===== src/rtl/led_seq_engine.sv =====
`default_nettype none
// +--------------------------------------------------------------------------+
// | Module   : led_seq_engine                                                |
// | Purpose  : LED pattern sequencer driven by raw active-low pushbuttons.   |
// |            Each button is synchronised, debounced and turned into a      |
// |            one-cycle press pulse. The presses select a speed level and   |
// |            one of four patterns (walk, bounce, fill, count) shown on     |
// |            NUM_LEDS outputs.                                             |
// | Ports    : CLK_50      - system clock                                    |
// |            reset       - synchronous active-high reset                   |
// |            pb_freq_up  - raw button (active-low), speed up               |
// |            pb_freq_dn  - raw button (active-low), speed down             |
// |            pb_seq_up   - raw button (active-low), next pattern           |
// |            pb_seq_dn   - raw button (active-low), previous pattern       |
// |            leds        - current pattern frame (registered)              |
// |            speed_lvl   - current speed level, 0 = slowest                |
// |            seq_sel     - current pattern index                           |
// |            step_tick   - one-cycle pulse on each frame advance           |
// | Option   : KROS_PAUSE_EN adds pb_pause (raw, active-low) and paused;     |
// |            each pause press toggles a freeze of the frame advance.       |
// | Revision : 1.0 - initial release                                         |
// +--------------------------------------------------------------------------+
module led_seq_engine #(
  parameter int NUM_LEDS     = 10,
  parameter int DEBOUNCE_CYC = 500000,
  parameter int SPEED_LEVELS = 8,
  parameter int BASE_DIV     = 390625,
  parameter int SW           = $clog2(SPEED_LEVELS)
) (
  input  logic                CLK_50,
  input  logic                reset,
  input  logic                pb_freq_up,
  input  logic                pb_freq_dn,
  input  logic                pb_seq_up,
  input  logic                pb_seq_dn,
`ifdef KROS_PAUSE_EN
  input  logic                pb_pause,
  output logic                paused,
`endif
  output logic [NUM_LEDS-1:0] leds,
  output logic [SW-1:0]       speed_lvl,
  output logic [1:0]          seq_sel,
  output logic                step_tick
);

`ifdef KROS_PAUSE_EN
  localparam int NB = 5;
`else
  localparam int NB = 4;
`endif
  localparam int CW = $clog2(DEBOUNCE_CYC + 1);
  // Wide enough for BASE_DIV * 2^(SPEED_LEVELS-1).
  localparam int PW = $clog2(BASE_DIV) + SPEED_LEVELS;
  localparam logic [CW-1:0] DB_LAST = CW'(DEBOUNCE_CYC - 1);
  localparam logic [SW-1:0] SPD_MAX = SW'(SPEED_LEVELS - 1);

  logic [NB-1:0] raw;
  logic [NB-1:0] press;

`ifdef KROS_PAUSE_EN
  assign raw = {pb_pause, pb_seq_dn, pb_seq_up, pb_freq_dn, pb_freq_up};
`else
  assign raw = {pb_seq_dn, pb_seq_up, pb_freq_dn, pb_freq_up};
`endif

  // Synchroniser + debouncer per button. Synchroniser flops reset to the
  // released (high) level so a button held through reset is seen as a
  // fresh press once reset drops.
  for (genvar i = 0; i < NB; i++) begin : g_btn
    logic          sync1;
    logic          sync2;
    logic          stable;
    logic [CW-1:0] cnt;
    logic          level;

    assign level = ~sync2;

    always_ff @(posedge CLK_50) begin
      if (reset) begin
        sync1  <= 1'b1;
        sync2  <= 1'b1;
        stable <= 1'b0;
        cnt    <= '0;
      end else begin
        sync1 <= raw[i];
        sync2 <= sync1;
        if (level == stable) begin
          cnt <= '0;
        end else if (cnt == DB_LAST) begin
          stable <= level;
          cnt    <= '0;
        end else begin
          cnt <= cnt + CW'(1);
        end
      end
    end

    // High in the cycle whose edge moves stable from released to pressed.
    assign press[i] = level & ~stable & (cnt == DB_LAST);
  end

  logic          spd_inc;
  logic          spd_dec;
  logic          seq_chg;
  logic [1:0]    seq_next;
  logic [SW-1:0] shift;
  logic [PW-1:0] period_m1;
  logic [PW-1:0] presc;
  logic          hold;
  logic          bounce_up;
  logic          fill_up;
  logic [NUM_LEDS-1:0] next_leds;
  logic          next_bounce_up;
  logic          next_fill_up;

  assign spd_inc  = press[0] & ~press[1] & (speed_lvl != SPD_MAX);
  assign spd_dec  = press[1] & ~press[0] & (speed_lvl != '0);
  assign seq_chg  = press[2] ^ press[3];
  assign seq_next = press[2] ? seq_sel + 2'd1 : seq_sel - 2'd1;

  // Step period is BASE_DIV doubled once for every level below the top.
  assign shift     = SPD_MAX - speed_lvl;
  assign period_m1 = (PW'(BASE_DIV) << shift) - PW'(1);

`ifdef KROS_PAUSE_EN
  assign hold = paused;
`else
  assign hold = 1'b0;
`endif

  assign step_tick = (presc == period_m1) & ~hold;

  // Next frame of the active pattern.
  always_comb begin
    next_leds      = leds;
    next_bounce_up = bounce_up;
    next_fill_up   = fill_up;
    case (seq_sel)
      2'd0: next_leds = {leds[NUM_LEDS-2:0], leds[NUM_LEDS-1]};
      2'd1: begin
        // Reverse on reaching an end so the end LED is shown only once.
        if (bounce_up) begin
          if (leds[NUM_LEDS-1]) begin
            next_leds      = leds >> 1;
            next_bounce_up = 1'b0;
          end else begin
            next_leds = leds << 1;
          end
        end else begin
          if (leds[0]) begin
            next_leds      = leds << 1;
            next_bounce_up = 1'b1;
          end else begin
            next_leds = leds >> 1;
          end
        end
      end
      2'd2: begin
        if (fill_up) begin
          if (&leds) begin
            next_leds    = leds >> 1;
            next_fill_up = 1'b0;
          end else begin
            next_leds = {leds[NUM_LEDS-2:0], 1'b1};
          end
        end else begin
          if (leds == '0) begin
            next_leds    = NUM_LEDS'(1);
            next_fill_up = 1'b1;
          end else begin
            next_leds = leds >> 1;
          end
        end
      end
      default: next_leds = leds + NUM_LEDS'(1);
    endcase
  end

  always_ff @(posedge CLK_50) begin
    if (reset) begin
      leds      <= NUM_LEDS'(1);
      speed_lvl <= '0;
      seq_sel   <= 2'd0;
      presc     <= '0;
      bounce_up <= 1'b1;
      fill_up   <= 1'b1;
`ifdef KROS_PAUSE_EN
      paused    <= 1'b0;
`endif
    end else begin
      if (spd_inc) begin
        speed_lvl <= speed_lvl + SW'(1);
      end else if (spd_dec) begin
        speed_lvl <= speed_lvl - SW'(1);
      end

`ifdef KROS_PAUSE_EN
      if (press[4]) begin
        paused <= ~paused;
      end
`endif

      // A pattern change wins over a coincident frame advance.
      if (seq_chg) begin
        seq_sel   <= seq_next;
        leds      <= seq_next[1] ? '0 : NUM_LEDS'(1);
        bounce_up <= 1'b1;
        fill_up   <= 1'b1;
      end else if (step_tick) begin
        leds      <= next_leds;
        bounce_up <= next_bounce_up;
        fill_up   <= next_fill_up;
      end

      if (spd_inc || spd_dec || seq_chg) begin
        presc <= '0;
      end else if (!hold) begin
        presc <= step_tick ? '0 : presc + PW'(1);
      end
    end
  end

endmodule
`default_nettype wire


===== config.mk =====
export PLATFORM = sky130hd
export DESIGN_NAME = led_seq_engine
export DESIGN_NICKNAME = d
export VERILOG_FILES = /design/src/rtl/led_seq_engine.sv
export SDC_FILE = /design/constraint.sdc
export NUM_CORES = 1
export LEC_CHECK = 0
export CELL_PAD_IN_SITES_DETAIL_PLACEMENT = 0
export CELL_PAD_IN_SITES_GLOBAL_PLACEMENT = 2
export CORE_MARGIN = 2
export CORE_UTILIZATION = 41
export DETAILED_ROUTE_END_ITERATION = 10
export HOLD_SLACK_MARGIN = 0.1
export PLACE_DENSITY = 0.95
export SLEW_MARGIN = 5
export SYNTH_ARGS = -nofsm -noshare
export SYNTH_HDL_FRONTEND = slang
export SYNTH_SLANG_ARGS = --single-unit

===== constraint.sdc =====
create_clock -name CLK_50 -period 7.6 [get_ports CLK_50]
set_input_delay 1.14 -clock CLK_50 [delete_from_list [all_inputs] [get_ports CLK_50]]
set_output_delay 1.14 -clock CLK_50 [all_outputs]
set_load 0.02 [all_outputs]

==> parameters.txt <==
Parameter                              Value

Setup path
  Cell count along the critical path    11
  Worst reg2reg startpoint    speed_lvl[2]
  Maximum fanout count along the critical path    38
  Register-to-Register Setup Slack    3.81 ns
  Sum of buffers and inverters on the critical path    3
  Cell type of the slowest stage on the worst timing path    sky130_fd_sc_hd__or4b_2
  Kind of cell adding the most delay to the critical path    simple AND/OR/NAND/NOR gates
  Setup crit start kind    flop
  Logic depth of the worst register-to-register path    11
  Critical Path Max Stage Delay    0.62 ns
  Reg-to-reg critical path endpoint    bounce_up
  Worst EP arrival    4.25 ns
  Critical Path, Cell by Cell    buf_4 -> nand2_1 -> or2_2 -> ha_1 -> or4b_2 -> nand4_1 -> xor2_1 -> nor4_1 -> nand4_1 -> inv_1 -> clkdlybuf4s50_1
  Worst Path Class, Setup    reg2out
  Most common cell type on the critical path    sky130_fd_sc_hd__nand4_1
  Required time of the critical path    6.46 ns
  Crit path capture type    output pin

Logic synthesis
  Top cell type's share of synthesized area    38.3%
  Biggest area contributors in the synthesized netlist    sky130_fd_sc_hd__dfxtp_1, sky130_fd_sc_hd__nor2_1, sky130_fd_sc_hd__xor2_1, sky130_fd_sc_hd__xnor2_1, sky130_fd_sc_hd__nand3_1
  Synth async-reset ratio    0%
  Distinct cell type count after synthesis    66
  Post-synth design cell area    0.00689 sq mm
  Yosys Warn Count    0
  Commonest cells in the netlist    sky130_fd_sc_hd__nor2_1, sky130_fd_sc_hd__dfxtp_1, sky130_fd_sc_hd__nand2_1
  Most frequently used cell type in the post-synthesis netlist    sky130_fd_sc_hd__nor2_1
  Flops & latches, synth    132
  Synthesized netlist cell count    847
  Top flip-flop cell by instance count after synthesis    sky130_fd_sc_hd__dfxtp_1
  Sequential-to-total area share from yosys stat    38.3%
  Syn Nets    871
  Cell type contributing the most total cell area after synthesis    sky130_fd_sc_hd__dfxtp_1
  Number of enable-type register cells in the synthesized netlist    0
  Synth Area per Inst    8.14 sq um

Power and ir drop
  Power consumption    1.51 mW
  Total power divided by cell area    194 mW/mm^2
  Worst vdd rail ir drop    156 uV
  Static power due to leakage    2.59 nW

Layout
  Synthesis-to-finish area growth    12.6%
  Post-route cell area    0.00776 sq mm
  Fraction of layout cells with a size suffix above 1    5.68%
  Number of nets in the finished design    876
  Number of filler cells placed in the layout    1634
  Number of inserted diodes    0
  Fin util    47.0%

Placed design
  Placement-stage cell area    0.00723 sq mm
  Final weighted congestion in routability-driven placement    0.806
  Port bufs    21
  Dpl hpwl    9.60 mm

CTS
  Max Buffers Root-to-Sink    2
  CTS tree    yes
  Post-CTS sizing    0
  Clk_lat worst skew    0.42 ns
  Number of levels the H-tree was split into    4
  Clock tree sinks    132
  Clock Pin Slew Worst Setup and Hold Paths    0.06 ns
  Post-CTS setup repair buffer count    0
  Total of hold buffers inserted after clock tree synthesis    0
  Number of buffers created by CTS    17
  Clock root buffer    sky130_fd_sc_hd__clkbuf_16

Timing
  Sum of negative setup slack    0 ns
  Setup Viol. Count Final    0
  Number of pins exceeding their max-slew limit in the final report    0
  Hold WS    0.405 ns
  Normalized max-slew margin    41.8%
  Final-report hold violation count    0
  Top achievable clock speed    186 MHz
  Slew at the pin with the worst max-slew slack    0.865 ns
  Worst-case clock skew    0.00616 ns
  Unrepaired setup endpoints after global routing    no
  Post-layout min period    5.39 ns
  Final Cycle Share    70.9%

Worst hold path
  Hold-critical path depth    1
  Min-Delay Endpoint    g_btn[1].sync2
  Start point of the worst min-delay path    g_btn[1].sync1
  Worst hold-check path type    reg2reg

Global route
  Overall track demand over capacity in global routing    16.9%
  First-pass GRT wire length    24.9 mm
  Pin count of the biggest net entering global routing    39
  Initial antenna violation count    0
  Congestion Overflow GR    0
  Number of global-route vias before repair    5235

Drt
  Post-route DRC violation count    0
  Number of iterations in the first detailed-routing pass    5
  Iter 0 DRT Violations    450
  Sum of routed wire length over all layers    14.2 mm
  Via density    5.18
  Final antenna-violating net count    0
  Average detailed-routed wire length per instance    13.1 um
  Vias post-DR    5613

Outcome
  Run status    finished clean

Floorplanning
  Starting density of the core    41.7%
  Number of cell rows    47
  Overall die area    0.0179 sq mm
  Core area    0.0165 sq mm
  Die extent in y    134 um
  Floorplan die width    134 um
  Number of placed I/O pins    22

Flow run
  Maxcap violations    0
[metal layers]
layer / vias to the layer above / track usage (%) / part of all wire, %
met3: 18 / 3.61 / 3.4
met1: 2578 / 22.7 / 51
met5: - / 0 / 0
met2: 71 / 26.2 / 44
met4: 0 / 7.21 / 1.7
li1: 2946 / - / -
[logic make-up (layout without fill, tap and decap cells)]
| kind of cell | Yosys count | after routing | synth area share [%] |
|---|---|---|---|
| xor gates and xnor gates | 96 | 96 | 12.2 |
| buffers and inverters | 72 | 88 | 4.37 |
| muxes | 4 | 4 | 0.599 |
| and+or+nand+nor | 409 | 409 | 30.1 |
| AOI/OAI and AO/OA | 115 | 115 | 10.9 |
| DFF | 132 | 132 | 38.3 |
| adders and majority gates | 19 | 19 | 3.52 |
[report_power, final]
group          internal (mW)  switching, mW  leakage (nW)
clock                  0.453          0.303         0.259
sequential             0.698        0.00792          1.07
combinational         0.0191         0.0254          1.27
total                   1.17          0.336          2.59
[worst max-delay path by stage]
stage	from	endpoint	slack [ns]
after floorplan	speed_lvl[1]	step_tick	3.19
after global placement	speed_lvl[2]	step_tick	2.80
after detailed placement	speed_lvl[2]	step_tick	2.64
after CTS	speed_lvl[2]	step_tick	2.19
after global routing	speed_lvl[2]	step_tick	1.86
final	speed_lvl[2]	step_tick	2.21
[per-stage QoR]
stage                     setup WS, ns  std cells
after floorplan                   3.19        847
after global placement            2.80       1053
after detailed placement          2.64       1053
after CTS                         2.19       1083
after global routing              1.86       1083
final                             2.21       1083
[worst reg2reg max path: stages, from the launching register on]
cell and delay [ns]:
sky130_fd_sc_hd__dfxtp_1 0.30, sky130_fd_sc_hd__buf_4 0.33, sky130_fd_sc_hd__nand2_1 0.16, sky130_fd_sc_hd__or2_2 0.30, sky130_fd_sc_hd__ha_1 0.25, sky130_fd_sc_hd__or4b_2 0.62, sky130_fd_sc_hd__nand4_1 0.12, sky130_fd_sc_hd__xor2_1 0.07
sky130_fd_sc_hd__nor4_1 0.47, sky130_fd_sc_hd__and4_1 0.70, sky130_fd_sc_hd__and4_1 0.26, sky130_fd_sc_hd__o21ai_0 0.06
[cell type report]
cell class	instances	area (sq um)	area share [%]
clock buffers	21	450	5.80
clock inverters	9	82.6	1.06
flip-flops and latches	132	2640	34.0
well taps	220	275	3.54
multi-input cells	643	3950	50.9
repair buffers	25	240	3.09
inverters	33	124	1.60
[flip-flops by register name, indices dropped and copies added (netlist names)]
name / cells
leds: 10
fill_up: 1
g_btn.cnt: 76
bounce_up: 1
seq_sel: 2
presc: 27
speed_lvl: 3
g_btn.sync2: 4
g_btn.stable: 4
g_btn.sync1: 4
[layout by cell type, fill, tap and decap left out, types with 5 or more instances in the layout]
cell type / instances
sky130_fd_sc_hd__a21oi_1: 29
sky130_fd_sc_hd__and3_1: 19
sky130_fd_sc_hd__dfxtp_1: 132
sky130_fd_sc_hd__inv_1: 33
sky130_fd_sc_hd__nand2b_1: 11
sky130_fd_sc_hd__and4_1: 11
sky130_fd_sc_hd__or2_2: 11
sky130_fd_sc_hd__nor4_1: 11
sky130_fd_sc_hd__xnor2_1: 39
sky130_fd_sc_hd__or3_1: 13
sky130_fd_sc_hd__nor3_1: 22
sky130_fd_sc_hd__xor2_1: 57
sky130_fd_sc_hd__clkbuf_16: 17
sky130_fd_sc_hd__nor2_1: 139
sky130_fd_sc_hd__o21ai_0: 31
sky130_fd_sc_hd__a211oi_1: 8
sky130_fd_sc_hd__nor4b_1: 5
sky130_fd_sc_hd__a31oi_1: 5
sky130_fd_sc_hd__nand4_1: 22
sky130_fd_sc_hd__clkdlybuf4s50_1: 21
sky130_fd_sc_hd__nand3_1: 54
sky130_fd_sc_hd__ha_1: 17
sky130_fd_sc_hd__nand2_1: 58
sky130_fd_sc_hd__nor2b_1: 7
Power figures use the tool's default switching activity.
